===== config.mk =====
export PLATFORM = sky130hd
export DESIGN_NAME = i2c_master_write
export DESIGN_NICKNAME = d
export VERILOG_FILES = /design/src/rtl/i2c_master_write.sv
export SDC_FILE = /design/constraint.sdc
export NUM_CORES = 1
export LEC_CHECK = 0
export ABC_AREA = 1
export CORE_MARGIN = 2
export CORE_UTILIZATION = 48
export DETAILED_ROUTE_END_ITERATION = 10
export GPL_ROUTABILITY_DRIVEN = 0
export GPL_TIMING_DRIVEN = 0
export PLACE_DENSITY = 0.72
export SYNTH_ARGS = -nofsm -noshare
export SYNTH_HDL_FRONTEND = slang
export SYNTH_SLANG_ARGS = --single-unit

===== constraint.sdc =====
create_clock -name REF_CLK -period 1.5 [get_ports REF_CLK]
set_input_delay 0.3 -clock REF_CLK [delete_from_list [all_inputs] [get_ports REF_CLK]]
set_output_delay 0.3 -clock REF_CLK [all_outputs]
set_load 0.01 [all_outputs]

===== src/rtl/i2c_master_write.sv =====
// I2C master write engine: one START / addr+W / N_BYTES data bytes / STOP frame per
// request, clocked by REF_CLK and paced by edges detected on the divider's I2C_CLK level.
module i2c_master_write #(
    parameter int N_BYTES = 2
) (
    input  logic                 REF_CLK,
    input  logic                 RESET,
    input  logic                 I2C_CLK,
    input  logic                 START,
    input  logic [6:0]           ADDR,
    input  logic [8*N_BYTES-1:0] DATA,
    input  logic                 SDA_IN,
    output logic                 SCL,
    output logic                 SDA_OE,
    output logic                 BUSY,
    output logic                 DONE,
    output logic                 ACK_ERR
);
    localparam int DW = 8 * N_BYTES;
    localparam int CW = $clog2(N_BYTES + 1);
    localparam logic [CW-1:0] LAST_BYTE = CW'(N_BYTES);

    typedef enum logic [2:0] {
        S_IDLE,
        S_ST_A,
        S_ST_B,
        S_BIT,
        S_ACK,
        S_STOP
    } state_t;

    state_t        state_q, state_d;
    logic          clk_d_q;
    logic          scl_en_q, scl_en_d;
    logic          sda_oe_q, sda_oe_d;
    logic          busy_q, busy_d;
    logic          done_q, done_d;
    logic          ack_err_q, ack_err_d;
    logic          ack_bit_q, ack_bit_d;
    logic [2:0]    bit_q, bit_d;
    logic [CW-1:0] byte_cnt_q, byte_cnt_d;
    logic [7:0]    shift_q, shift_d;
    logic [DW-1:0] data_q, data_d;

    logic          rise, fall;
    logic [2:0]    bit_dn;

    assign rise   = I2C_CLK & ~clk_d_q;
    assign fall   = ~I2C_CLK & clk_d_q;
    assign bit_dn = bit_q - 3'd1;

    assign SCL     = scl_en_q ? clk_d_q : 1'b1;
    assign SDA_OE  = sda_oe_q;
    assign BUSY    = busy_q;
    assign DONE    = done_q;
    assign ACK_ERR = ack_err_q;

    // The edge-detect delay keeps tracking I2C_CLK through reset so no false edge
    // is seen on the first cycle after reset is released.
    always_ff @(posedge REF_CLK) begin
        clk_d_q <= I2C_CLK;
    end

    // NOTE: every path of a combinational block assigns each output first (defaults
    // below); otherwise a path that skips an assignment infers a latch.
    always_comb begin
        state_d    = state_q;
        scl_en_d   = scl_en_q;
        sda_oe_d   = sda_oe_q;
        busy_d     = busy_q;
        done_d     = 1'b0;
        ack_err_d  = ack_err_q;
        ack_bit_d  = ack_bit_q;
        bit_d      = bit_q;
        byte_cnt_d = byte_cnt_q;
        shift_d    = shift_q;
        data_d     = data_q;

        case (state_q)
            S_IDLE: begin
                // The DONE cycle is still closing the previous frame.
                if (START && !done_q) begin
                    data_d     = DATA;
                    shift_d    = {ADDR, 1'b0};
                    byte_cnt_d = '0;
                    ack_err_d  = 1'b0;
                    busy_d     = 1'b1;
                    state_d    = S_ST_A;
                end
            end
            S_ST_A: begin
                if (rise) begin
                    sda_oe_d = 1'b1;
                    state_d  = S_ST_B;
                end
            end
            S_ST_B: begin
                if (fall) begin
                    scl_en_d = 1'b1;
                    sda_oe_d = ~shift_q[7];
                    bit_d    = 3'd7;
                    state_d  = S_BIT;
                end
            end
            S_BIT: begin
                if (fall) begin
                    if (bit_q != 3'd0) begin
                        bit_d    = bit_dn;
                        sda_oe_d = ~shift_q[bit_dn];
                    end else begin
                        sda_oe_d = 1'b0;
                        state_d  = S_ACK;
                    end
                end
            end
            S_ACK: begin
                if (rise) begin
                    ack_bit_d = SDA_IN;
                end
                if (fall) begin
                    if (ack_bit_q) begin
                        ack_err_d = 1'b1;
                        sda_oe_d  = 1'b1;
                        state_d   = S_STOP;
                    end else if (byte_cnt_q != LAST_BYTE) begin
                        byte_cnt_d = byte_cnt_q + 1'b1;
                        shift_d    = data_q[DW-1 -: 8];
                        data_d     = data_q << 8;
                        sda_oe_d   = ~data_q[DW-1];
                        bit_d      = 3'd7;
                        state_d    = S_BIT;
                    end else begin
                        sda_oe_d = 1'b1;
                        state_d  = S_STOP;
                    end
                end
            end
            S_STOP: begin
                if (rise) begin
                    scl_en_d = 1'b0;
                end
                if (fall) begin
                    sda_oe_d = 1'b0;
                    done_d   = 1'b1;
                    busy_d   = 1'b0;
                    state_d  = S_IDLE;
                end
            end
            default: state_d = S_IDLE;
        endcase
    end

    // NOTE: state registers use non-blocking assignments so every register samples
    // the pre-edge values, independent of statement order.
    always_ff @(posedge REF_CLK) begin
        if (RESET) begin
            state_q    <= S_IDLE;
            scl_en_q   <= 1'b0;
            sda_oe_q   <= 1'b0;
            busy_q     <= 1'b0;
            done_q     <= 1'b0;
            ack_err_q  <= 1'b0;
            ack_bit_q  <= 1'b0;
            bit_q      <= 3'd0;
            byte_cnt_q <= '0;
            shift_q    <= 8'h00;
            data_q     <= '0;
        end else begin
            state_q    <= state_d;
            scl_en_q   <= scl_en_d;
            sda_oe_q   <= sda_oe_d;
            busy_q     <= busy_d;
            done_q     <= done_d;
            ack_err_q  <= ack_err_d;
            ack_bit_q  <= ack_bit_d;
            bit_q      <= bit_d;
            byte_cnt_q <= byte_cnt_d;
            shift_q    <= shift_d;
            data_q     <= data_d;
        end
    end

endmodule


-- After elaboration in Yosys (flattened, before gate mapping)
Index checks and enable logic that the tools add are counted.
- register bits after elaboration: 39
- latch bits: 0
- memory bits (writable): 0
- ROM bits: 0
- bits of input ports: 28
- output and inout port bits: 5
- word-level logic and storage cells: 113
- memories kept: 0
- add/subtract/negate cells: 2
- multipliers: 0
- div/mod/pow operators: 0
- $lt $le $gt $ge: 1
- eq/ne operators: 18
- shift operators: 0
- muxes and demuxes: 54
- bitwise logic cells: 8
- reductions and logical operators: 18
- operators with widths (kind ; count):
    $mux 16 ; 4
    $mux 3 ; 15
    $mux 8 ; 4
    $pmux 16 s2 ; 1
    $ne 2x2->1 const B ; 13
    $pmux 3 s6 ; 1
    $mux 1 ; 17
    $pmux 8 s2 ; 1
    $reduce_and 7->1 ; 2
    $pmux 3 s3 ; 1
    $mux 2 ; 4
    $eq 3x2->1 const B ; 2
    $eq 3x3->1 const B ; 2
    $not 1->1 ; 6
    $pmux 1 s2 ; 3
    $reduce_and 3->1 ; 2
    $reduce_and 6->1 ; 1
    $reduce_bool 2->1 ; 3
    $reduce_bool 3->1 ; 2
    $pmux 1 s5 ; 1
    $reduce_and 5->1 ; 1
    $reduce_bool 5->1 ; 1
    $lt 3x4->1 const B ; 1
    $pmux 2 s2 ; 1
    other kinds (11) ; 12

-- Logic depth before layout (Yosys ltp)
- depth in word-level cells: 7
- depth in mapped cells: 10

-- Worst setup path before layout
No wires, ideal clock.
- path kind: reg2reg
- start point: register byte_cnt_q[0]
- end point: register data_q[15]
- data arrival time: 1406 ps
- required time: 1368 ps
- path slack: -38 ps
- stages on the path, launching flop included: 10
- cells stage by stage: dfxtp_1 > inv_1 > ha_1 > nor2_1 > nor2_1 > nor2_4 > nand2_4 > buf_4 > nand2_1 > a21oi_1
- longest elaborated chain between the ends: 3
- RTL lines (element ; line ; RTL):
    start: declaration ; 41 ; logic [CW-1:0] byte_cnt_q, byte_cnt_d;
    start signal: assignment ; 177 ; byte_cnt_q <= byte_cnt_d;
    $ne 2x2->1 ; 125 ; end else if (byte_cnt_q != LAST_BYTE) begin
    $ne 2x2->1 (no line) ; - ;
    $reduce_and 5->1 (no line) ; - ;
    end signal: assignment ; 179 ; data_q <= data_d;
    end: declaration ; 43 ; logic [DW-1:0] data_q, data_d;
No other way between the ends.
A chain may end at the register's enable or synchronous reset.

-- Final worst setup path
- start point: register sda_oe_q (netlist: SDA_OE)
- end point: output port SDA_OE
- RTL lines (element ; line ; RTL):
    start: declaration ; 35 ; logic sda_oe_q, sda_oe_d;
    start signal: assignment ; 171 ; sda_oe_q <= sda_oe_d;
    end: declaration ; 14 ; output logic SDA_OE,
No word-level cell between the ends.

==> impl_table.tex <==
\begin{tabular}{lr}
\hline
Metric & Value \\
\hline
\multicolumn{2}{l}{\textbf{Timing}} \\
\quad Max Clock Skew & 0.00894 ns \\
\quad Final Setup Violations & 0 \\
\quad Setup TNS & 0 ns \\
\quad Minimum clock period after layout & 1.45 ns \\
\quad Final count of pins violating max slew & 0 \\
\quad Measured slew at the worst slew-check pin & 0.539 ns \\
\quad Final worst-path setup slack & 0.0457 ns \\
\quad Headroom to the max-slew limit & 64.1\% \\
\quad Number of endpoints with negative hold slack in the final report & 0 \\
\quad RSZ-0062 raised after global routing & yes \\
\quad Post-route clock period utilization & 97.0\% \\
\quad Worst hold slack & 0.190 ns \\
\quad Peak Freq & 688 MHz \\
\multicolumn{2}{l}{\textbf{Flow run}} \\
\quad Reported max-cap violation count & 0 \\
\multicolumn{2}{l}{\textbf{Routing}} \\
\quad Final antenna-violating net count & 0 \\
\quad Post-detailed-route wirelength per cell & 12.7 µm \\
\quad Routed vias & 2141 \\
\quad First DRT Iteration DRCs & 94 \\
\quad Via density per instance & 5.12 \\
\quad Detailed Routing Iterations Pass 1 & 4 \\
\quad Total routed wirelength & 5320 µm \\
\quad DRC violations left & 0 \\
\multicolumn{2}{l}{\textbf{GRT}} \\
\quad Global-route wire length before repair & 7610 µm \\
\quad Total track usage & 22.0\% \\
\quad Grt ovf & 0 \\
\quad Antenna violations before repair & 0 \\
\quad Pin count of the biggest net entering global routing & 13 \\
\quad Number of global-route vias before repair & 1698 \\
\multicolumn{2}{l}{\textbf{Run status}} \\
\quad Result of the run & completed \\
\multicolumn{2}{l}{\textbf{Min path}} \\
\quad Hold Path Depth & 1 \\
\quad Terminating pin of the worst hold path & clk\_d\_q \\
\quad Worst Min Path Start & I2C\_CLK \\
\quad Hold Path Class & primary input to flop \\
\multicolumn{2}{l}{\textbf{Pwr}} \\
\quad Leakage power figure & 0.00122 µW \\
\quad Net load switching power & 1880 µW \\
\quad Power per cell area & 1700 nW/µm² \\
\quad Internal power & 2840 µW \\
\quad Fraction of power consumed by the clock network & 19.4\% \\
\quad Switch share & 39.8\% \\
\quad Sequential group share of total power & 31.4\% \\
\quad Power consumption & 4720 µW \\
\quad Logic pwr share & 49.3\% \\
\quad IR Drop Worst-Case VDD & 0.739 mV \\
\multicolumn{2}{l}{\textbf{Worst setup path}} \\
\quad Worst Path Buf+Inv & 1 \\
\quad Crit path launch type & flop \\
\quad Endpoint class of the critical path & output pin \\
\quad Worst r2r path cells & 7 \\
\quad Critical-path maximum fanout & 2 \\
\quad Arrival time of the worst setup path & 1.15 ns \\
\quad Top delay family on crit path & buffers and inverters \\
\quad Max incr delay on CP & 0.53 ns \\
\quad Cells along the critical path & clkdlybuf4s50\_1 \\
\quad Capture instance of the worst register-to-register path & state\_q[2] \\
\quad Master of the slowest instance on the critical path & sky130\_fd\_sc\_hd\_\_clkdlybuf4s50\_1 \\
\quad Worst EP required & 1.20 ns \\
\quad Worst setup path category & flop to output pin \\
\quad Worst reg-to-reg setup slack & 0.09 ns \\
\quad Startpoint of the lowest-slack register-to-register path & state\_q[0] \\
\multicolumn{2}{l}{\textbf{CTS}} \\
\quad Clock-pin slew of the registers on the worst-case setup and hold paths & 0.08 ns \\
\quad H-tree levels & 2 \\
\quad Max Buffers Root-to-Sink & 2 \\
\quad TritonCTS clock tree & yes \\
\quad Sinks on Clock Net & 39 \\
\quad Post-CTS Hold Buffers & 0 \\
\quad Buffer cell driving the clock tree root & sky130\_fd\_sc\_hd\_\_clkbuf\_8 \\
\quad Clock latency of the later-clocked register in the worst-skew pair & 0.30 ns \\
\quad Number of buffers inserted during clock tree synthesis & 5 \\
\multicolumn{2}{l}{\textbf{Floorplan}} \\
\quad \# IOs & 33 \\
\quad Area of the core & 4030 µm² \\
\quad Horiz. Die Dim & 68.7 µm \\
\quad Die area & 4720 µm² \\
\quad Std cell rows & 23 \\
\quad Initial Util & 49.9\% \\
\quad Die height & 68.7 µm \\
\multicolumn{2}{l}{\textbf{Logic synthesis}} \\
\quad Area share of the largest cell type after synthesis & 38.9\% \\
\quad Unique cell type count in the Yosys netlist & 23 \\
\quad Synthesized netlist cell count & 317 \\
\quad Post-Synthesis Net Count & 348 \\
\quad Largest area contributor in the synthesized netlist & sky130\_fd\_sc\_hd\_\_dfxtp\_1 \\
\quad Post-synthesis instance area & 2010 µm² \\
\quad Largest family of logic cells by synthesized area & simple AND/OR/NAND/NOR gates \\
\quad Area contributors post-synth & sky130\_fd\_sc\_hd\_\_dfxtp\_1 39\%, sky130\_fd\_sc\_hd\_\_nand2\_1 25\%, sky130\_fd\_sc\_hd\_\_a21oi\_1 8.2\%, sky130\_fd\_sc\_hd\_\_nand3\_1 8.0\%, sky130\_fd\_sc\_hd\_\_nor2\_1 4.5\% \\
\quad Warning count from the yosys run & 0 \\
\quad Mux cell area share after synthesis & 0\% \\
\quad Post-synthesis xor/xnor area fraction & 0.436\% \\
\quad Share of synthesized cell area in full adder, half adder and majority cells & 1.87\% \\
\quad Synthesized area per cell & 6.34 µm² \\
\quad Yosys reg bits & 39 \\
\quad Compound-Gate Fraction of Synth Area & 10.7\% \\
\quad Share of synthesized cell area in and, or, nand and nor gates & 40.5\% \\
\quad Portion of the post-synthesis area used by sequential elements & 38.9\% \\
\multicolumn{2}{l}{\textbf{Finish}} \\
\quad Area growth from synthesis to final layout & 38.2\% \\
\quad Final Net Count & 398 \\
\quad Fraction of layout cells with a size suffix above 1 & 17.7\% \\
\quad Diode insertion count for antenna repair & 0 \\
\multicolumn{2}{l}{\textbf{Place}} \\
\quad HPWL after detailed placement & 3600 µm \\
\quad Count of buffers inserted at the top-level ports & 31 \\
\quad Minimum setup slack after placement & -0.591 ns \\
\hline
\end{tabular}
-- Yosys cell counts, drive strengths merged --
library cell and instances:
nand2 135, buf 9, xnor2 1, nor2 27, nand3b 2, dfxtp 39
o211a 1, clkbuf 4, ha 3, nor3 1, nand4 1, inv 22
a21oi 33, o211ai 2, o21ai 5, nand3 32
-- power by group through the flow --
stage / sequential (µW) / combinational (µW) / clock (µW)
after floorplan: 1430 / 1360 / 0
after global placement: 1450 / 1780 / 0
after detailed placement: 1450 / 1800 / 0
after CTS: 1450 / 1970 / 928
after global routing: 1510 / 2600 / 967
final: 1480 / 2330 / 914
-- cell usage in the layout, fill, tap and decap left out, types with 3 or more instances in the layout --
cell type / instances
sky130_fd_sc_hd__nor2_1: 15
sky130_fd_sc_hd__dfxtp_1: 34
sky130_fd_sc_hd__inv_1: 16
sky130_fd_sc_hd__nand2_1: 128
sky130_fd_sc_hd__dfxtp_2: 3
sky130_fd_sc_hd__buf_4: 10
sky130_fd_sc_hd__nor2_2: 8
sky130_fd_sc_hd__clkdlybuf4s50_1: 29
sky130_fd_sc_hd__clkbuf_8: 6
sky130_fd_sc_hd__nor2_4: 5
sky130_fd_sc_hd__a21oi_1: 32
sky130_fd_sc_hd__clkbuf_1: 3
sky130_fd_sc_hd__inv_2: 4
sky130_fd_sc_hd__nand2_2: 5
sky130_fd_sc_hd__nand3_1: 30
sky130_fd_sc_hd__buf_6: 5
sky130_fd_sc_hd__o21ai_0: 3
-- how the worst max path moves through the flow --
stage | from | to | slack [ns] | cells past startpoint
detailed placement | I2C_CLK | data_q[7] | -0.59 | 10
floorplan | byte_cnt_q[0] | data_q[15] | 0.04 | 9
CTS | bit_q[0] | SDA_OE | 0.004 | 9
global route | START | data_q[8] | -0.03 | 9
global placement | I2C_CLK | data_q[3] | -0.58 | 10
finish | SDA_OE | SDA_OE | 0.05 | 1
-- kinds of logic (layout without fill, tap and decap cells) --
kind of cell | after synthesis | in the layout
AOI/OAI and AO/OA | 41 | 41
adders and majority gates | 3 | 3
xor gates and xnor gates | 1 | 1
DFF | 39 | 39
buffers and inverters | 35 | 85
and+or+nand+nor | 198 | 199
-- sequential cells by signal (all words and copies together) (netlist names) --
signal and count:
SDA_OE 1, state_q 3, data_q 16, DONE 1, byte_cnt_q 2, scl_en_q 1
BUSY 1, ACK_ERR 1, ack_bit_q 1, clk_d_q 1, shift_q 8, bit_q 3
-- stage by stage --
step	utilization [%]	instances	area, µm²
3_5_place_dp	59.2	398	2380
3_3_place_gp	59.2	398	2380
5_1_grt	68.9	418	2780
6_report	68.9	418	2780
2_1_floorplan	-	317	2010
4_1_cts	64.2	410	2590
-- timing repair --
item,4_1_cts,5_1_grt
setup buffers,4,5
endpoints found under the setup margin,36,36
pin swaps,3,8
gates cloned,0,3
resized for setup,20,40
-- area by class of cell --
class | instances | area (µm²)
Clock buffer | 6 | 82.6
Inverter | 22 | 87.6
Multi-Input combinational cell | 244 | 1200
Clock inverter | 2 | 35.0
Buffer | 13 | 103
Tap cell | 50 | 62.6
Sequential cell | 39 | 792
Timing Repair Buffer | 42 | 415
Fill cell | 382 | 1250
-- metal layers --
metal / wire length (µm) / GRT usage, % / vias up
met3: 339 / 6.17 / 12
met5: 0 / 0 / -
met4: 94 / 7.11 / 0
met2: 2470 / 33.7 / 56
li1: - / - / 1106
met1: 2420 / 29.8 / 967
(Power assumes the default switching activity.)
